[config.mk]
export PLATFORM = sky130hd
export DESIGN_NAME = mul_share_arbiter_flat
export DESIGN_NICKNAME = d
export VERILOG_FILES = /design/src/rtl/mul_share_arbiter_if.sv /design/src/rtl/mul_share_arbiter.sv /design/src/flat_wrapper.sv
export SDC_FILE = /design/constraint.sdc
export NUM_CORES = 1
export LEC_CHECK = 0
export CELL_PAD_IN_SITES_DETAIL_PLACEMENT = 1
export CELL_PAD_IN_SITES_GLOBAL_PLACEMENT = 2
export CORE_AREA = 5 5 93 95
export CTS_CLUSTER_DIAMETER = 120
export DETAILED_ROUTE_END_ITERATION = 8
export DIE_AREA = 0 0 98 100
export PLACE_DENSITY_LB_ADDON = 0.1
export SYNTH_ARGS = -nofsm -noshare
export SYNTH_HDL_FRONTEND = slang
export SYNTH_SLANG_ARGS = --single-unit
[constraint.sdc]
create_clock -name clk -period 5.1 [get_ports clk]
set_input_delay 0.51 -clock clk [delete_from_list [all_inputs] [get_ports clk]]
set_output_delay 0.51 -clock clk [all_outputs]
set_load 0.005 [all_outputs]
[src/rtl/mul_share_arbiter_if.sv]
// Bundle of requester, response and multiplier-side signals for the
// shared-multiplier arbiter. "slave" is the arbiter's view, "master" the
// view of the environment (requesters, response sink and multiplier).
interface mul_share_arbiter_if #(
    parameter int NREQ = 4,
    parameter int W    = 4
);
    localparam int IDW = $clog2(NREQ);

    logic [NREQ-1:0]   req_valid;
    logic [NREQ-1:0]   req_ready;
    logic [NREQ*W-1:0] req_a;
    logic [NREQ*W-1:0] req_b;
    logic              rsp_valid;
    logic              rsp_ready;
    logic [IDW-1:0]    rsp_id;
    logic [2*W-1:0]    rsp_p;
    logic              rsp_err;
    logic [W-1:0]      mul_a;
    logic [W-1:0]      mul_b;
    logic              mul_start;
    logic [2*W-1:0]    mul_p;
    logic              mul_done;

    modport slave (
        input  req_valid, req_a, req_b, rsp_ready, mul_p, mul_done,
        output req_ready, rsp_valid, rsp_id, rsp_p, rsp_err, mul_a, mul_b, mul_start
    );

    modport master (
        output req_valid, req_a, req_b, rsp_ready, mul_p, mul_done,
        input  req_ready, rsp_valid, rsp_id, rsp_p, rsp_err, mul_a, mul_b, mul_start
    );
endinterface

[src/rtl/mul_share_arbiter.sv]
// Round-robin sharing of one sequential multiplier between NREQ requesters.
// One operation in flight at a time: IDLE grants, ISSUE pulses start,
// WAIT collects the product (or times out), RESP holds the tagged result.
module mul_share_arbiter #(
    parameter int NREQ    = 4,
    parameter int W       = 4,
    parameter int TIMEOUT = 15
) (
    input  logic                   clk,
    input  logic                   resetn,
    mul_share_arbiter_if.slave     bus,
    output logic                   busy
);
    localparam int IDW = $clog2(NREQ);

    typedef enum logic [1:0] {IDLE, ISSUE, WAIT, RESP} state_t;

    state_t          state_q;
    logic [IDW-1:0]  rr_ptr_q;
    logic [7:0]      cnt_q;
    logic [7:0]      cnt_d;
    logic [W-1:0]    mul_a_q;
    logic [W-1:0]    mul_b_q;
    logic            mul_start_q;
    logic            rsp_valid_q;
    logic [IDW-1:0]  rsp_id_q;
    logic [2*W-1:0]  rsp_p_q;
    logic            rsp_err_q;
    logic            busy_q;

    logic            grant_found;
    logic [IDW-1:0]  grant_idx;
    logic [IDW-1:0]  cand;
    logic [NREQ-1:0] ready_vec;

    assign cnt_d = cnt_q + 8'd1;

    // Pick the first pending requester after the last one served, wrapping.
    always_comb begin
        grant_found = 1'b0;
        grant_idx   = '0;
        cand        = '0;
        for (int k = 1; k <= NREQ; k++) begin
            cand = IDW'((int'(rr_ptr_q) + k) % NREQ);
            if (!grant_found && bus.req_valid[cand]) begin
                grant_found = 1'b1;
                grant_idx   = cand;
            end
        end
    end

    // One-hot accept strobe, only offered while idle and out of reset.
    always_comb begin
        ready_vec = '0;
        if (resetn && state_q == IDLE && grant_found) begin
            ready_vec[grant_idx] = 1'b1;
        end
    end

    // Control FSM with all outputs registered alongside the state.
    always_ff @(posedge clk or negedge resetn) begin
        if (!resetn) begin
            state_q     <= IDLE;
            rr_ptr_q    <= IDW'(NREQ - 1);
            cnt_q       <= '0;
            mul_a_q     <= '0;
            mul_b_q     <= '0;
            mul_start_q <= 1'b0;
            rsp_valid_q <= 1'b0;
            rsp_id_q    <= '0;
            rsp_p_q     <= '0;
            rsp_err_q   <= 1'b0;
            busy_q      <= 1'b0;
        end else begin
            case (state_q)
                IDLE: begin
                    if (grant_found) begin
                        mul_a_q     <= bus.req_a[grant_idx*W +: W];
                        mul_b_q     <= bus.req_b[grant_idx*W +: W];
                        rsp_id_q    <= grant_idx;
                        rr_ptr_q    <= grant_idx;
                        mul_start_q <= 1'b1;
                        busy_q      <= 1'b1;
                        state_q     <= ISSUE;
                    end
                end
                ISSUE: begin
                    // mul_done is deliberately not looked at here
                    mul_start_q <= 1'b0;
                    cnt_q       <= '0;
                    state_q     <= WAIT;
                end
                WAIT: begin
                    cnt_q <= cnt_d;
                    // a completion on the final allowed cycle still counts
                    if (bus.mul_done) begin
                        rsp_p_q     <= bus.mul_p;
                        rsp_err_q   <= 1'b0;
                        rsp_valid_q <= 1'b1;
                        state_q     <= RESP;
                    end else if (cnt_d == 8'(TIMEOUT)) begin
                        rsp_p_q     <= '0;
                        rsp_err_q   <= 1'b1;
                        rsp_valid_q <= 1'b1;
                        state_q     <= RESP;
                    end
                end
                RESP: begin
                    if (bus.rsp_ready) begin
                        rsp_valid_q <= 1'b0;
                        busy_q      <= 1'b0;
                        state_q     <= IDLE;
                    end
                end
                default: begin
                    state_q <= IDLE;
                end
            endcase
        end
    end

    assign bus.req_ready = ready_vec;
    assign bus.rsp_valid = rsp_valid_q;
    assign bus.rsp_id    = rsp_id_q;
    assign bus.rsp_p     = rsp_p_q;
    assign bus.rsp_err   = rsp_err_q;
    assign bus.mul_a     = mul_a_q;
    assign bus.mul_b     = mul_b_q;
    assign bus.mul_start = mul_start_q;
    assign busy          = busy_q;
endmodule
[src/flat_wrapper.sv]
// flat-port wrapper written by rule: the top's interface ports become plain ports
module mul_share_arbiter_flat 
#(
    parameter int NREQ    = 4,
    parameter int W       = 4,
    parameter int TIMEOUT = 15
)
  (clk, resetn, busy, bus_req_valid, bus_req_a, bus_req_b, bus_rsp_ready, bus_mul_p, bus_mul_done, bus_req_ready, bus_rsp_valid, bus_rsp_id, bus_rsp_p, bus_rsp_err, bus_mul_a, bus_mul_b, bus_mul_start);
  mul_share_arbiter_if #(.NREQ(NREQ), .W(W)) bus_i ();
  input  logic clk;
  input  logic resetn;
  output logic busy;
  input wire logic [$bits(bus_i.req_valid)-1:0] bus_req_valid;
  input wire logic [$bits(bus_i.req_a)-1:0] bus_req_a;
  input wire logic [$bits(bus_i.req_b)-1:0] bus_req_b;
  input wire logic [$bits(bus_i.rsp_ready)-1:0] bus_rsp_ready;
  input wire logic [$bits(bus_i.mul_p)-1:0] bus_mul_p;
  input wire logic [$bits(bus_i.mul_done)-1:0] bus_mul_done;
  output wire logic [$bits(bus_i.req_ready)-1:0] bus_req_ready;
  output wire logic [$bits(bus_i.rsp_valid)-1:0] bus_rsp_valid;
  output wire logic [$bits(bus_i.rsp_id)-1:0] bus_rsp_id;
  output wire logic [$bits(bus_i.rsp_p)-1:0] bus_rsp_p;
  output wire logic [$bits(bus_i.rsp_err)-1:0] bus_rsp_err;
  output wire logic [$bits(bus_i.mul_a)-1:0] bus_mul_a;
  output wire logic [$bits(bus_i.mul_b)-1:0] bus_mul_b;
  output wire logic [$bits(bus_i.mul_start)-1:0] bus_mul_start;
  assign bus_i.req_valid = bus_req_valid;
  assign bus_i.req_a = bus_req_a;
  assign bus_i.req_b = bus_req_b;
  assign bus_i.rsp_ready = bus_rsp_ready;
  assign bus_i.mul_p = bus_mul_p;
  assign bus_i.mul_done = bus_mul_done;
  assign bus_req_ready = bus_i.req_ready;
  assign bus_rsp_valid = bus_i.rsp_valid;
  assign bus_rsp_id = bus_i.rsp_id;
  assign bus_rsp_p = bus_i.rsp_p;
  assign bus_rsp_err = bus_i.rsp_err;
  assign bus_mul_a = bus_i.mul_a;
  assign bus_mul_b = bus_i.mul_b;
  assign bus_mul_start = bus_i.mul_start;
  mul_share_arbiter #(.NREQ(NREQ), .W(W), .TIMEOUT(TIMEOUT)) u_core (.clk(clk), .resetn(resetn), .bus(bus_i), .busy(busy));
endmodule
Yosys cells after proc, flatten, opt, wreduce, memory -nomap -nowiden. Cells that the tools add are included.

Equality and inequality tests: 7. Div/mod/pow operators: 0. Multiplexer cells: 35. Bitwise operators: 0. $lt $le $gt $ge: 6. Reduce and logical (&&, ||, !) cells: 21. Add/subtract/negate cells: 5. Shift operators: 2. Multiply operators: 0.

Operators by type and width (number): 16-bit by 5-bit indexed part select with 4-bit output (2); 2-bit 2-to-1 mux (8); 8-bit 2-to-1 mux (2); 8-bit case mux with 2 select lines (1); 2-bit by 3-bit < comparator with 1-bit output, second input constant (5); 1-bit 2-to-1 mux (14); 2-bit nonzero test (5); 3-bit AND reduction (3); 8-bit by 1-bit adder with 8-bit output, second input constant (1); 1-bit binary-select mux with 2-bit select (4); 8-bit by 4-bit equality test with 1-bit output, second input constant (1); 2-bit case mux with 4 select lines (1); 1-bit logical AND (6); 1-bit case mux with 2 select lines (3); 2-bit AND reduction (3); 2-bit by 1-bit adder with 2-bit output, second input constant (2); 2-bit adder, second input constant (2); 2-bit equality test, second input constant (2); 4-bit 2-to-1 mux (1); 1-bit zero test (3); 3-bit by 2-bit inequality test with 1-bit output, second input constant (1); 1-bit demux with 2-bit select (1); 2-bit by 1-bit equality test with 1-bit output, second input constant (1); 2-bit by 1-bit greater-or-equal comparator with 1-bit output, second input constant (1); 3 further kinds (3).

ROM bits: 0. Memories: 0. Flip-flop bits (word level): 34. Output and inout bits: 26. Input bits: 48. Bits in writable memories: 0. Bits in latches: 0. Logic and storage cells: 87.

Depth between registers and ports, before layout.
Depth after elaboration: 18. Depth in mapped cells: 7.

Worst setup path after synthesis. OpenSTA, ideal clock, no wires.

Kind: register to output. Start point: register u_core.rr_ptr_q[0]. End point: output port bus_req_ready[3]. Cell stages (with the launch flop): 7. Arrival: 1.576 ns. Setup slack: 3.014 ns. Path through: dfstp_2 and2b_4 a221oi_2 buf_6 buf_12 inv_1 nor3b_1.

Word-level cells in the longest chain between the ends: 18. Elaborated cells between the ends (all ways): 33.

Ends and longest elaborated chain: start: declaration (line mul_share_arbiter.sv:19) `logic [IDW-1:0] rr_ptr_q;`; start signal: assignment (line mul_share_arbiter.sv:64) `rr_ptr_q <= IDW'(NREQ - 1);`; start signal: assignment (line mul_share_arbiter.sv:81) `rr_ptr_q <= grant_idx;`; 2-bit by 1-bit adder with 2-bit output (line mul_share_arbiter.sv:44) `cand = IDW'((int'(rr_ptr_q) + k) % NREQ);`; 1-bit binary-select mux with 2-bit select (line mul_share_arbiter.sv:45) `if (!grant_found && bus.req_valid[cand]) begin`; 1-bit 2-to-1 mux (not written as such) (line mul_share_arbiter.sv:45); 1-bit 2-to-1 mux (line mul_share_arbiter.sv:45); 1-bit zero test (line mul_share_arbiter.sv:45); 1-bit logical AND (line mul_share_arbiter.sv:45); 1-bit 2-to-1 mux (line mul_share_arbiter.sv:45); 1-bit zero test (line mul_share_arbiter.sv:45); (+2 left out); 1-bit zero test (line mul_share_arbiter.sv:45); 1-bit logical AND (line mul_share_arbiter.sv:45); 2-bit 2-to-1 mux (line mul_share_arbiter.sv:45); 2-bit by 3-bit < comparator with 1-bit output (not written as such) / 2-bit by 1-bit greater-or-equal comparator with 1-bit output (equally long branches) (line mul_share_arbiter.sv:56) `ready_vec[grant_idx] = 1'b1;`; 1-bit logical AND (not written as such) (line mul_share_arbiter.sv:56); 1-bit 2-to-1 mux (not written as such) (line mul_share_arbiter.sv:56); 1-bit demux with 2-bit select; 4-bit 2-to-1 mux (*) (line mul_share_arbiter.sv:55) `if (resetn && state_q == IDLE && grant_found) begin`; end: declaration (line flat_wrapper.sv:19) `output wire logic [$bits(bus_i.req_ready)-1:0] bus_req_ready;`.

Mark *: on every way between the ends. The rest lies on a longest branch, timed or not. The select of a mux whose other input is x is not followed.

Worst setup path after layout.
Start point: input port bus_req_valid[1]. End point: output port bus_req_ready[2].

Word-level cells in the longest chain between the ends: 17. Elaborated cells between the ends (all ways): 29.

Ends and longest elaborated chain: start: declaration (line flat_wrapper.sv:13) `input wire logic [$bits(bus_i.req_valid)-1:0] bus_req_valid;`; 1-bit binary-select mux with 2-bit select (line mul_share_arbiter.sv:45); 1-bit 2-to-1 mux (not written as such) (line mul_share_arbiter.sv:45); 1-bit 2-to-1 mux (line mul_share_arbiter.sv:45); 1-bit zero test (line mul_share_arbiter.sv:45); 1-bit logical AND (line mul_share_arbiter.sv:45); 1-bit 2-to-1 mux (line mul_share_arbiter.sv:45); 1-bit zero test (line mul_share_arbiter.sv:45); 1-bit logical AND (line mul_share_arbiter.sv:45); 1-bit 2-to-1 mux (line mul_share_arbiter.sv:45); 1-bit zero test (line mul_share_arbiter.sv:45); 1-bit logical AND (line mul_share_arbiter.sv:45); 2-bit 2-to-1 mux (line mul_share_arbiter.sv:45); 2-bit by 3-bit < comparator with 1-bit output (not written as such) / 2-bit by 1-bit greater-or-equal comparator with 1-bit output (equally long branches) (line mul_share_arbiter.sv:56); 1-bit logical AND (not written as such) (line mul_share_arbiter.sv:56); 1-bit 2-to-1 mux (not written as such) (line mul_share_arbiter.sv:56); 1-bit demux with 2-bit select; 4-bit 2-to-1 mux (*) (line mul_share_arbiter.sv:55).

Marked as above.

==> run_summary.xml <==
<?xml version="1.0" encoding="UTF-8"?>
<metrics>
  <group name="power">
    <metric name="cellPowerDensity" unit="mW/mm^2">480.7</metric>
    <metric name="vdd.ir_drop.worst" unit="mV">0.1835</metric>
    <metric name="cellLeakagePower" unit="nW">1.297</metric>
  </group>
  <group name="floorplan">
    <metric name="initial_core_util" unit="">0.2822</metric>
    <metric name="row_count" unit="">32</metric>
    <metric name="die_area" unit="mm^2">0.009800</metric>
    <metric name="design.portCount" unit="">74</metric>
    <metric name="floorplan.die.width" unit="um">98</metric>
    <metric name="core_area" unit="mm^2">0.007647</metric>
    <metric name="floorplan.die.height" unit="um">100</metric>
  </group>
  <group name="logic_synthesis">
    <metric name="synthArstFlopShare" unit="">1.000</metric>
    <metric name="number_of_flops_mapped_to_enable_cells_by_yosys" unit="">0</metric>
    <metric name="postSynthNetCount" unit="">284</metric>
    <metric name="synth-seq-cells" unit="">34</metric>
    <metric name="ys_warn_count" unit="">0</metric>
    <metric name="synthFlopType" unit="">sky130_fd_sc_hd__dfrtp_1</metric>
    <metric name="synth_area" unit="mm^2">0.002158</metric>
    <metric name="seq_area_frac_synth" unit="">0.3954</metric>
    <metric name="avgSynthCellArea" unit="um^2">9.425</metric>
    <metric name="synth_cell_type_count" unit="">48</metric>
    <metric name="synth_cells" unit="">229</metric>
  </group>
  <group name="cells_and_area">
    <metric name="antenna-diode-count" unit="">0</metric>
    <metric name="ratio_of_cells_with_drive_above_1_in_the_final_layout" unit="">0.1118</metric>
    <metric name="nets" unit="">358</metric>
    <metric name="area_growth_syn_to_layout" unit="%">42.55</metric>
    <metric name="fin_util" unit="">0.4023</metric>
    <metric name="finalNonFillerCells" unit="">406</metric>
    <metric name="mostFrequentLayoutCell" unit="">sky130_fd_sc_hd__clkdlybuf4s50_1</metric>
    <metric name="layout_common_cells" unit="">72 x sky130_fd_sc_hd__clkdlybuf4s50_1, 34 x sky130_fd_sc_hd__nand2_1, 32 x sky130_fd_sc_hd__dfrtp_1</metric>
  </group>
  <group name="global_routing">
    <metric name="first_global_vias" unit="">2051</metric>
    <metric name="wire_length_of_the_first_global_routing_pass" unit="um">10470</metric>
    <metric name="gr_util_all_layers" unit="">0.1309</metric>
    <metric name="grt_antenna_before_repair" unit="">0</metric>
    <metric name="grt_start_max_net_pins" unit="">36</metric>
    <metric name="grt_remaining_overflow" unit="">0</metric>
  </group>
  <group name="placement">
    <metric name="place.detailed.hpwl" unit="um">4770</metric>
    <metric name="finalWeightedCongestion" unit="">0.7183</metric>
    <metric name="placed_cells_incl_taps" unit="">398</metric>
    <metric name="port-buffer-count" unit="">73</metric>
  </group>
  <group name="sta">
    <metric name="fin_hold_ws" unit="ns">0.2763</metric>
    <metric name="finalCritPeriodShare" unit="">0.6349</metric>
    <metric name="rsz0062_at_grt" unit="">false</metric>
    <metric name="fmax" unit="MHz">308.8</metric>
    <metric name="finalHoldViolCount" unit="">0</metric>
    <metric name="max_slew_margin" unit="">0.4339</metric>
    <metric name="period_needed" unit="ns">3.238</metric>
    <metric name="setup_viol" unit="">0</metric>
    <metric name="worst_clock_skew" unit="ns">0.01027</metric>
    <metric name="count_of_final_max_slew_check_failures" unit="">0</metric>
    <metric name="timing_worst_slew_pin_value" unit="ns">0.8471</metric>
    <metric name="setup_tns" unit="ns">0</metric>
  </group>
  <group name="clock_tree">
    <metric name="cts.htree.levels" unit="">2</metric>
    <metric name="worst_setup_hold_path_clk_slew" unit="ns">0.08</metric>
    <metric name="cts_hold_repair.buffers" unit="">0</metric>
    <metric name="cts-root-to-sink-buffers" unit="">2</metric>
    <metric name="post_cts_resize_count" unit="">0</metric>
    <metric name="clock_insertion_delay_worst_skew" unit="ns">0.28</metric>
    <metric name="postCtsSetupRepairBufs" unit="">0</metric>
    <metric name="tritoncts" unit="">done</metric>
    <metric name="clkSinkCount" unit="">34</metric>
    <metric name="cts-root-buf" unit="">sky130_fd_sc_hd__clkbuf_8</metric>
    <metric name="cts-buffers-inserted" unit="">5</metric>
  </group>
  <group name="route">
    <metric name="route.antenna.remaining_nets" unit="">0</metric>
    <metric name="drt_first_pass_iters" unit="">4</metric>
    <metric name="routed_wl" unit="um">6369</metric>
    <metric name="wire_per_inst" unit="um">15.69</metric>
    <metric name="post-route-drc-count" unit="">0</metric>
    <metric name="routed-via-count" unit="">1931</metric>
    <metric name="route.detailed.vias_per_inst" unit="">4.756</metric>
    <metric name="drtIter0Drc" unit="">24</metric>
  </group>
  <group name="flow_run">
    <metric name="max-cap-violations" unit="">0</metric>
  </group>
  <group name="worst_setup_path">
    <metric name="worst_ep_required_time" unit="ns">4.59</metric>
    <metric name="cp_data_arrival_time" unit="ns">2.73</metric>
    <metric name="critPathKind" unit="">input pin to output pin</metric>
    <metric name="crit_end_element" unit="">output pin</metric>
    <metric name="startpoint_type" unit="">input pin</metric>
    <metric name="critical_path_peak_fanout" unit="">19</metric>
  </group>
  <group name="outcome">
    <metric name="run_status" unit="">complete, no violations</metric>
  </group>
  <group name="min_path">
    <metric name="hold_class" unit="">input pin to async pin</metric>
  </group>
</metrics>
## Yosys cell counts (2+ instances only)
master	n	share of area
sky130_fd_sc_hd__nand2_1	34	0.059
sky130_fd_sc_hd__dfrtp_1	32	0.37
sky130_fd_sc_hd__o21ai_0	21	0.049
sky130_fd_sc_hd__mux2i_1	18	0.083
sky130_fd_sc_hd__inv_1	16	0.028
sky130_fd_sc_hd__nor2_1	9	0.016
sky130_fd_sc_hd__a22oi_1	8	0.028
sky130_fd_sc_hd__ha_1	7	0.041
sky130_fd_sc_hd__o21ai_2	7	0.028
sky130_fd_sc_hd__and3_1	5	0.014
sky130_fd_sc_hd__clkbuf_1	5	0.0087
sky130_fd_sc_hd__nand3_1	5	0.012
sky130_fd_sc_hd__nor3_1	5	0.012
sky130_fd_sc_hd__a21oi_1	4	0.0093
sky130_fd_sc_hd__mux2_2	4	0.021
sky130_fd_sc_hd__mux2_4	4	0.028
sky130_fd_sc_hd__nand2b_1	4	0.012
sky130_fd_sc_hd__o22ai_1	3	0.0087
sky130_fd_sc_hd__a22o_1	2	0.0081
sky130_fd_sc_hd__buf_2	2	0.0046
sky130_fd_sc_hd__dfstp_2	2	0.024
sky130_fd_sc_hd__nor2b_1	2	0.0058
sky130_fd_sc_hd__nor3b_1	2	0.0070
sky130_fd_sc_hd__o21a_1	2	0.0070
sky130_fd_sc_hd__o31a_1	2	0.0081
sky130_fd_sc_hd__xnor2_1	2	0.0081
## cells by family (layout without fill, tap and decap cells)
| family | Yosys count | count (layout) | share of synthesized area |
|---|---|---|---|
| simple gates | 72 | 72 | 0.1600 |
| buf+inv | 26 | 101 | 0.05739 |
| xor+xnor | 3 | 3 | 0.01218 |
| fa+ha+maj | 7 | 7 | 0.04058 |
| flops | 34 | 34 | 0.3954 |
| mux | 26 | 26 | 0.1322 |
| compound gates | 61 | 61 | 0.2023 |
## worst paths after layout
check	end	start	slack, ns	cells past startpoint
worst max-delay path	bus_req_ready[2]	bus_req_valid[1]	1.86	7
worst min-delay path	u_core.bus.mul_start	resetn	0.28	2
worst max register to register	u_core.bus.rsp_err	u_core.state_q[0]	2.79	5
worst min register to register	u_core.bus.mul_a[0]	u_core.bus.mul_a[0]	0.48	2
max in group asynchronous	u_core.rr_ptr_q[1]	resetn	4.47	2
min in group clk	u_core.bus.mul_a[0]	u_core.bus.mul_a[0]	0.48	2
## worst max-delay path, stage by stage
cell	delay, ns
sky130_fd_sc_hd__clkdlybuf4s50_1	0.48
sky130_fd_sc_hd__and2b_4	0.22
sky130_fd_sc_hd__a221oi_4	0.27
sky130_fd_sc_hd__buf_4	0.33
sky130_fd_sc_hd__inv_1	0.13
sky130_fd_sc_hd__nor3_1	0.24
sky130_fd_sc_hd__clkdlybuf4s50_1	0.54
## flip-flops by register name, summed over array words and instances (netlist names), 2 cells and up
register,flops
u_core.bus.rsp_id,2
u_core.bus.mul_b,4
u_core.bus.mul_a,4
u_core.bus.rsp_p,8
u_core.cnt_q,8
u_core.state_q,2
u_core.rr_ptr_q,2
## routing by layer
metal  wire length, um  share of wire  global-route usage
met2              3101           0.49              0.2204
met1              2978           0.47              0.1691
met4                38         0.0060             0.02875
met3               252          0.040             0.03475
met5                 0              0                   0
## stage by stage
step                      setup WS [ns]  instance area [um^2]  total power, W
after floorplan                   3.014                  2158       0.0009622
after global placement            1.854                  2985        0.001277
after detailed placement          1.832                  2985        0.001289
after CTS                         1.814                  3077        0.001512
after global routing              1.654                  3077        0.001605
final                             1.862                  3077        0.001479
## layout make-up
| class | instances | area (um^2) |
|---|---|---|
| Multi-Input combinational cell | 169 | 1192 |
| Fill cell | 889 | 4571 |
| Clock buffer | 7 | 86.33 |
| Inverter | 17 | 63.81 |
| Sequential cell | 34 | 853.3 |
| Tap cell | 102 | 127.6 |
| Timing Repair Buffer | 76 | 748.2 |
| Clock inverter | 1 | 5.005 |
## where the power goes
group / internal [W] / total, W / switching, W / leakage, nW
combinational: 0.000423 / 0.000809 / 0.000386 / 0.839
clock: 0.000109 / 0.000211 / 0.000102 / 0.0482
sequential: 0.000380 / 0.000459 / 0.0000793 / 0.410
(Power assumes the default switching activity.)
